==> config.mk <==
export PLATFORM = sky130hd
export DESIGN_NAME = pipe_adder_flat
export DESIGN_NICKNAME = d
export VERILOG_FILES = /design/src/rtl/pipe_adder_if.sv /design/src/rtl/pipe_adder.sv /design/src/flat_wrapper.sv
export SDC_FILE = /design/constraint.sdc
export NUM_CORES = 1
export LEC_CHECK = 0
export CELL_PAD_IN_SITES_DETAIL_PLACEMENT = 1
export CELL_PAD_IN_SITES_GLOBAL_PLACEMENT = 1
export CORE_AREA = 2 2 212 152
export CTS_BUF_LIST = sky130_fd_sc_hd__clkbuf_8
export CTS_CLUSTER_DIAMETER = 150
export CTS_CLUSTER_SIZE = 14
export DETAILED_ROUTE_END_ITERATION = 10
export DIE_AREA = 0 0 214 154
export HOLD_SLACK_MARGIN = 0.08
export PLACE_DENSITY = 0.66
export SLEW_MARGIN = 5
export SYNTH_ARGS = -nofsm -noshare
export SYNTH_HDL_FRONTEND = slang
export SYNTH_SLANG_ARGS = --single-unit
==> constraint.sdc <==
create_clock -name clk -period 3.2 [get_ports clk]
set_input_delay 0.64 -clock clk [delete_from_list [all_inputs] [get_ports clk]]
set_output_delay 0.64 -clock clk [all_outputs]
set_load 0.02 [all_outputs]
==> src/rtl/pipe_adder_if.sv <==
// Operand/result handshake bundle for pipe_adder.
// The producer/consumer side uses master; the adder uses slave.
interface pipe_adder_if #(
   parameter int N = 32
);
   logic         in_valid;
   logic         in_ready;
   logic [N-1:0] a;
   logic [N-1:0] b;
   logic         c_in;
   logic         sub;
   logic         out_valid;
   logic         out_ready;
   logic [N-1:0] z;
   logic         c_out;
   logic         ovf;

   modport master (
      output in_valid, a, b, c_in, sub, out_ready,
      input  in_ready, out_valid, z, c_out, ovf
   );

   modport slave (
      input  in_valid, a, b, c_in, sub, out_ready,
      output in_ready, out_valid, z, c_out, ovf
   );
endinterface

==> src/rtl/pipe_adder.sv <==
// pipe_adder: pipelined carry-propagate adder/subtractor, one W=N/S-bit chunk per stage.
// Optional feature macro: PIPE_ADDER_OVF_EN builds the registered signed-overflow output.
module pipe_adder #(
   parameter int N = 32,
   parameter int S = 4
) (
   input logic         clk,
   input logic         rst,
   pipe_adder_if.slave bus
);
   localparam int W = N / S;

   logic [S-1:0] v_q;
   logic [S-1:0] v_d;
   logic         en_s;
   logic         acc_s;

   // A full, unconsumed last stage freezes every stage at once.
   assign en_s         = !v_q[S-1] || bus.out_ready;
   assign bus.in_ready = en_s && !rst;
   assign acc_s        = bus.in_valid && bus.in_ready;

   // Valid-bit shift; bubbles are kept in place during a stall.
   always_comb begin
      v_d = v_q;
      if (en_s) begin
         v_d[0] = acc_s;
         for (int k = 1; k < S; k++) begin
            v_d[k] = v_q[k-1];
         end
      end else begin
         v_d = v_q;
      end
   end

   // Valid-bit register.
   always_ff @(posedge clk) begin
      if (rst) begin
         v_q <= '0;
      end else begin
         v_q <= v_d;
      end
   end

   for (genvar k = 0; k < S; k++) begin : g_st
      localparam int OW = (S - k) * W;
      localparam int RW = (k + 1) * W;

      logic [OW-1:0] a_s;
      logic [OW-1:0] b_s;
      logic          cy_s;
      logic [W:0]    sum_s;
      logic [RW-1:0] r_d;
      logic [RW-1:0] r_q;
      logic          cy_d;
      logic          cy_q;

      // Stage 0 works straight off the bus; later stages off the skew/deskew registers.
      if (k == 0) begin : g_first
         assign a_s  = bus.a;
         assign b_s  = bus.b ^ {N{bus.sub}};
         assign cy_s = bus.c_in;
         assign r_d  = sum_s[W-1:0];
      end else begin : g_next
         assign a_s  = g_st[k-1].g_fwd.a_q;
         assign b_s  = g_st[k-1].g_fwd.b_q;
         assign cy_s = g_st[k-1].cy_q;
         assign r_d  = {sum_s[W-1:0], g_st[k-1].r_q};
      end

      assign sum_s = {1'b0, a_s[W-1:0]} + {1'b0, b_s[W-1:0]} + {{W{1'b0}}, cy_s};
      assign cy_d  = sum_s[W];

      // Result chunk and chunk carry register.
      always_ff @(posedge clk) begin
         if (rst) begin
            r_q  <= '0;
            cy_q <= 1'b0;
         end else if (en_s) begin
            r_q  <= r_d;
            cy_q <= cy_d;
         end
      end

      if (k < S - 1) begin : g_fwd
         logic [OW-W-1:0] a_q;
         logic [OW-W-1:0] b_q;

         // Upper operand chunks ride along until their stage.
         always_ff @(posedge clk) begin
            if (rst) begin
               a_q <= '0;
               b_q <= '0;
            end else if (en_s) begin
               a_q <= a_s[OW-1:W];
               b_q <= b_s[OW-1:W];
            end
         end
      end
   end

   assign bus.out_valid = v_q[S-1];
   assign bus.z         = g_st[S-1].r_q;
   assign bus.c_out     = g_st[S-1].cy_q;

`ifdef PIPE_ADDER_OVF_EN
   logic ovf_q;
   logic ovf_d;
   logic msb_cin_s;

   // Carry into the MSB recovered from its sum bit: cin = a ^ b ^ s.
   assign msb_cin_s = g_st[S-1].a_s[W-1] ^ g_st[S-1].b_s[W-1] ^ g_st[S-1].sum_s[W-1];
   assign ovf_d     = msb_cin_s ^ g_st[S-1].sum_s[W];

   // Overflow flag registered alongside the last result chunk.
   always_ff @(posedge clk) begin
      if (rst) begin
         ovf_q <= 1'b0;
      end else if (en_s) begin
         ovf_q <= ovf_d;
      end
   end

   assign bus.ovf = ovf_q;
`else
   assign bus.ovf = 1'b0;
`endif
endmodule

==> src/flat_wrapper.sv <==
// flat-port wrapper written by rule: the top's interface ports become plain ports
module pipe_adder_flat 
#(
   parameter int N = 32,
   parameter int S = 4
)
  (clk, rst, bus_in_valid, bus_a, bus_b, bus_c_in, bus_sub, bus_out_ready, bus_in_ready, bus_out_valid, bus_z, bus_c_out, bus_ovf);
  pipe_adder_if #(.N(N)) bus_i ();
  input logic clk;
  input logic rst;
  input wire logic [$bits(bus_i.in_valid)-1:0] bus_in_valid;
  input wire logic [$bits(bus_i.a)-1:0] bus_a;
  input wire logic [$bits(bus_i.b)-1:0] bus_b;
  input wire logic [$bits(bus_i.c_in)-1:0] bus_c_in;
  input wire logic [$bits(bus_i.sub)-1:0] bus_sub;
  input wire logic [$bits(bus_i.out_ready)-1:0] bus_out_ready;
  output wire logic [$bits(bus_i.in_ready)-1:0] bus_in_ready;
  output wire logic [$bits(bus_i.out_valid)-1:0] bus_out_valid;
  output wire logic [$bits(bus_i.z)-1:0] bus_z;
  output wire logic [$bits(bus_i.c_out)-1:0] bus_c_out;
  output wire logic [$bits(bus_i.ovf)-1:0] bus_ovf;
  assign bus_i.in_valid = bus_in_valid;
  assign bus_i.a = bus_a;
  assign bus_i.b = bus_b;
  assign bus_i.c_in = bus_c_in;
  assign bus_i.sub = bus_sub;
  assign bus_i.out_ready = bus_out_ready;
  assign bus_in_ready = bus_i.in_ready;
  assign bus_out_valid = bus_i.out_valid;
  assign bus_z = bus_i.z;
  assign bus_c_out = bus_i.c_out;
  assign bus_ovf = bus_i.ovf;
  pipe_adder #(.N(N), .S(S)) u_core (.clk(clk), .rst(rst), .bus(bus_i));
endmodule
Word level (Yosys, flattened, before mapping)
Cells that the tools add are included.

Bits of input ports: 70. Register bits: 184. Output and inout port bits: 36. Word-level logic and storage cells: 29.

Reductions and logical operators: 5. Bitwise logic cells: 1. Add/sub/neg operators: 8.

Operator list (count): 8-bit by 8-bit adder with 9-bit output (4); 9-bit by 1-bit adder with 9-bit output (4); 32-bit XOR (1); 1-bit logical AND (2); 1-bit zero test (2); 1-bit logical OR (1).

Longest topological paths before layout
Word-level depth: 4. Mapped depth: 9.

Least setup slack after synthesis
Ideal clock, no wire load.

Path type: input-to-reg. Start point: input port bus_sub. End point: register u_core.g_st[0].r_q[6]. Setup time: 117 ps. Arrival: 2609 ps. Stages on the path: 9. Setup slack: 474 ps. Buffers on the path: 2. Path through: buf_2 -> buf_2 -> xnor2_1 -> fa_1 -> fa_1 -> nor2b_4 -> o2111a_1 -> o21ai_0 -> a32o_1.

Word-level cells in the longest chain between the ends: 3.

RTL lines: start: declaration (line flat_wrapper.sv:15) `input wire logic [$bits(bus_i.sub)-1:0] bus_sub;`; 32-bit XOR (line pipe_adder.sv:61) `assign b_s = bus.b ^ {N{bus.sub}};`; 8-bit by 8-bit adder with 9-bit output (line pipe_adder.sv:71) `assign sum_s = {1'b0, a_s[W-1:0]} + {1'b0, b_s[W-1:0]} + {{W{1'b0}}, cy_s};`; 9-bit by 1-bit adder with 9-bit output (line pipe_adder.sv:71); end signal: assignment (line pipe_adder.sv:80) `r_q <= r_d;`; end: declaration (line pipe_adder.sv:54) `logic [RW-1:0] r_q;`.

No other way between the ends. A chain may end at the register's enable or synchronous reset.

Worst setup path in the final report
Start point: input port bus_out_ready. End point: output port bus_in_ready.

Word-level cells in the longest chain between the ends: 2.

RTL lines: start: declaration (line flat_wrapper.sv:16) `input wire logic [$bits(bus_i.out_ready)-1:0] bus_out_ready;`; 1-bit logical OR (line pipe_adder.sv:19) `assign en_s = !v_q[S-1] || bus.out_ready;`; 1-bit logical AND (line pipe_adder.sv:20) `assign bus.in_ready = en_s && !rst;`; end: declaration (line flat_wrapper.sv:17) `output wire logic [$bits(bus_i.in_ready)-1:0] bus_in_ready;`.

No other way between the ends.

==> results.toml <==
[clock_network]
clockBufferDepth = 2
post_cts_buffers = 0
cts_hold_buf = 0
cts_sinks = 184
cts-root-buf = "clkbuf_8"
h-tree-depth = 4
cts_inserted_buffers = 17
clk_pin_slew_ps = 90
cts_tree = "done"
insertion_delay_ps = 480
cts_resized = 0

[yosys]
netlist_area_um2 = 7920
ys_seq_elements = 184
synth_top_area_share_pct = 46.5
yosysUniqueCellTypes = 46
synth_ff_type = "dfxtp_1"
syn_area_per_cell_um2 = 8.39
ys_warn_count = 0
synth_area_leader_cell = "dfxtp_1"
yosysMostFrequentCell = "nand2_1"
synth_edf_count = 0
synthTopCellsByCount = "nand2_1 (268), dfxtp_1 (184), a21oi_1 (150)"
synthCells = 944
ys_seq_area_share_pct = 46.5
synth_area_leaders = "dfxtp_1 (47%), nand2_1 (13%), a21oi_1 (9.5%)"
synth_nets = 1050
ys_async_sr_fraction_pct = 0

[run]
maxCapViolCount = 0

[setup_path]
path_max_fanout = 2
critPathMaxStageDelay_ps = 590
cpMostUsedCell = "clkdlybuf4s50_1"
crit_path_end_kind = "output port"
reg2reg_depth = 7
cp_top_family = "buffers and inverters"
crit_buf_inv = 3
rrSetupSlack_ps = 1020
cp.required_ps = 2560
worstReg2RegStart = "u_core.g_st[1].g_fwd.b_q[0]$_SDFFE_PP0N_"
worstSetupPathType = "in2out"
arrival_ps = 2060
crit_chain = "clkdlybuf4s50_1 -> nand2b_4 -> nand2b_1 -> inv_1 -> clkdlybuf4s50_1"
crit_path_start_kind = "input pin"
reg2reg_to = "u_core.g_st[2].r_q[22]$_SDFFE_PP0N_"
cp_slowest_cell = "clkdlybuf4s50_1"
cp.depth = 5

[layout]
fin_nets = 1119
antenna_cells = 0
drive_gt1_share_pct = 5.07
post-route-util_pct = 31.6
syn_to_final_growth_pct = 22.8
finalInstanceArea_um2 = 9730

[die]
dieWidth_um = 214
fp-row-count = 54
dieArea_um2 = 33000
fp.dieH_um = 154
start_util_pct = 25.8
core_area_um2 = 30700
ios = 106

[route]
drt_wl_total_um = 22600
wire_per_inst_um = 15.6
met3WireLength_um = 1080
ant_nets = 0
via_per_inst = 4.54
drc = 0
drt_iter0_drc = 342
wl_met2_um = 9650
num_vias = 6563
met1_length_um = 11500
drt_pass1_iterations = 4
top_layer = "met4"

[global_routing]
grt_max_degree = 116
antenna_found_initial = 0
grt_first_pass_wirelength_um = 36100
track_usage_pct = 13.9
globalRoute.totalOverflow = 0
grt_pass1_vias = 6591

[timing]
finalMaxSlewViolations = 0
whs_ps = 455
period_minus_slack_ps = 2700
finalCritPeriodShare_pct = 84.4
fmax_mhz = 370
fin_setup_tns_ps = 0
setup_violations = 0
rsz0062_at_grt = "false"
hold_viol = 0
tightest_slew_ps = 787
relSlewSlack_pct = 47.3
worst_clock_skew_ps = 11.6

[place]
port_buffers = 104
post_dp_cell_area_um2 = 9320
dp_hpwl_um = 15600
gp_congestion = 0.769

[pwr]
cellPowerDensity_nw_per_um2 = 494
peakVddDrop_v = 0.000222
fin_total_pwr_w = 0.00481
cellLeakagePower_nw = 3.75

[hold_path]
min_delay_path_depth = 2
hold_class = "reg2reg"
hold_start = "u_core.bus.z[8]$_SDFFE_PP0N_"
hold-path-endpoint = "u_core.bus.z[8]$_SDFFE_PP0N_"

[status]
status = "complete, no violations"
[sequential cells by signal (all words and copies together), names as in the netlist]
register	cells
u_core.bus.z	32
u_core.g_st.cy_q	3
u_core.g_st.r_q	48
u_core.bus.c_out	1
u_core.v_q	4
u_core.g_st.g_fwd.b_q	48
u_core.g_st.g_fwd.a_q	48
[final cells by class]
class                      count  area (um2)
timing repair buffer         116        1180
inverter                      14        52.6
multi-input combinational    680        3880
sequential                   184        3680
clock buffer                  22         303
fill                        3615       21000
tap                          420         526
clock inverter                10         101
[logic make-up (layout without fill, tap and decap cells)]
kind of cell | Yosys count | count (layout) | share of synthesized area (%)
AND/OR/NAND/NOR | 349 | 349 | 18.2
XOR/XNOR | 43 | 43 | 4.76
adder cells (fa/ha/maj) | 36 | 36 | 6.45
flip-flops | 184 | 184 | 46.5
multiplexers | 6 | 6 | 0.853
other | 1 | 1 | 0.0474
AO/OA/AOI/OAI | 245 | 245 | 18.6
buffers and inverters | 80 | 162 | 4.61
[tightest hold or removal path, delay by kind of cell, from the launching register on]
family,cells,cell delay (ps)
AOI/OAI and AO/OA,1,50
DFF,1,320
and+or+nand+nor,1,50
[how the worst max path moves through the flow]
stage	startpoint	to	slack, ps
global placement	bus_b[0]	u_core.g_st[0].r_q[6]$_SDFFE_PP0N_	310
finish	bus_out_ready	bus_in_ready	500
CTS	bus_out_ready	bus_in_ready	480
detailed placement	bus_b[0]	u_core.g_st[0].r_q[6]$_SDFFE_PP0N_	270
global route	bus_out_ready	bus_in_ready	430
floorplan	bus_sub	u_core.g_st[0].r_q[6]$_SDFFE_PP0N_	470
[through the flow]
step,setup slack [ps],instances
finish,501,1446
global route,428,1446
CTS,479,1446
detailed placement,268,1414
global placement,315,1414
floorplan,474,944
[layout by cell type, fill, tap and decap left out, types with 3 or more instances in the layout]
master             n
nand2_1          268
nand3b_1           7
nand2b_1           3
or3_1              4
a211o_1            3
buf_4              8
o2bb2ai_1          3
o21a_1             4
clkdlybuf4s50_1  102
o21ai_0            9
mux2_2             4
nor2b_4            3
ha_1              28
nor3b_1            5
xnor2_1           33
inv_1             18
fa_1               8
nor2_1            38
and3_1             6
a211oi_1          37
o21bai_1           4
clkbuf_8          22
buf_12             4
a21o_1            14
xor2_1            10
dfxtp_1          184
nor3_1             5
o211ai_1           3
o22ai_1            4
a21oi_1          150
[per-layer routing]
metal	track usage (%)	vias to the layer above
met3	3.64	26
li1	-	3310
met4	4.63	0
met1	19.4	3120
met5	0	-
met2	20.7	107
[where the power goes]
group / internal, W / switching, W
logic: 0.000314 / 0.000347
clock network: 0.000788 / 0.000822
registers: 0.00244 / 0.0000967
Power figures use the tool's default switching activity.
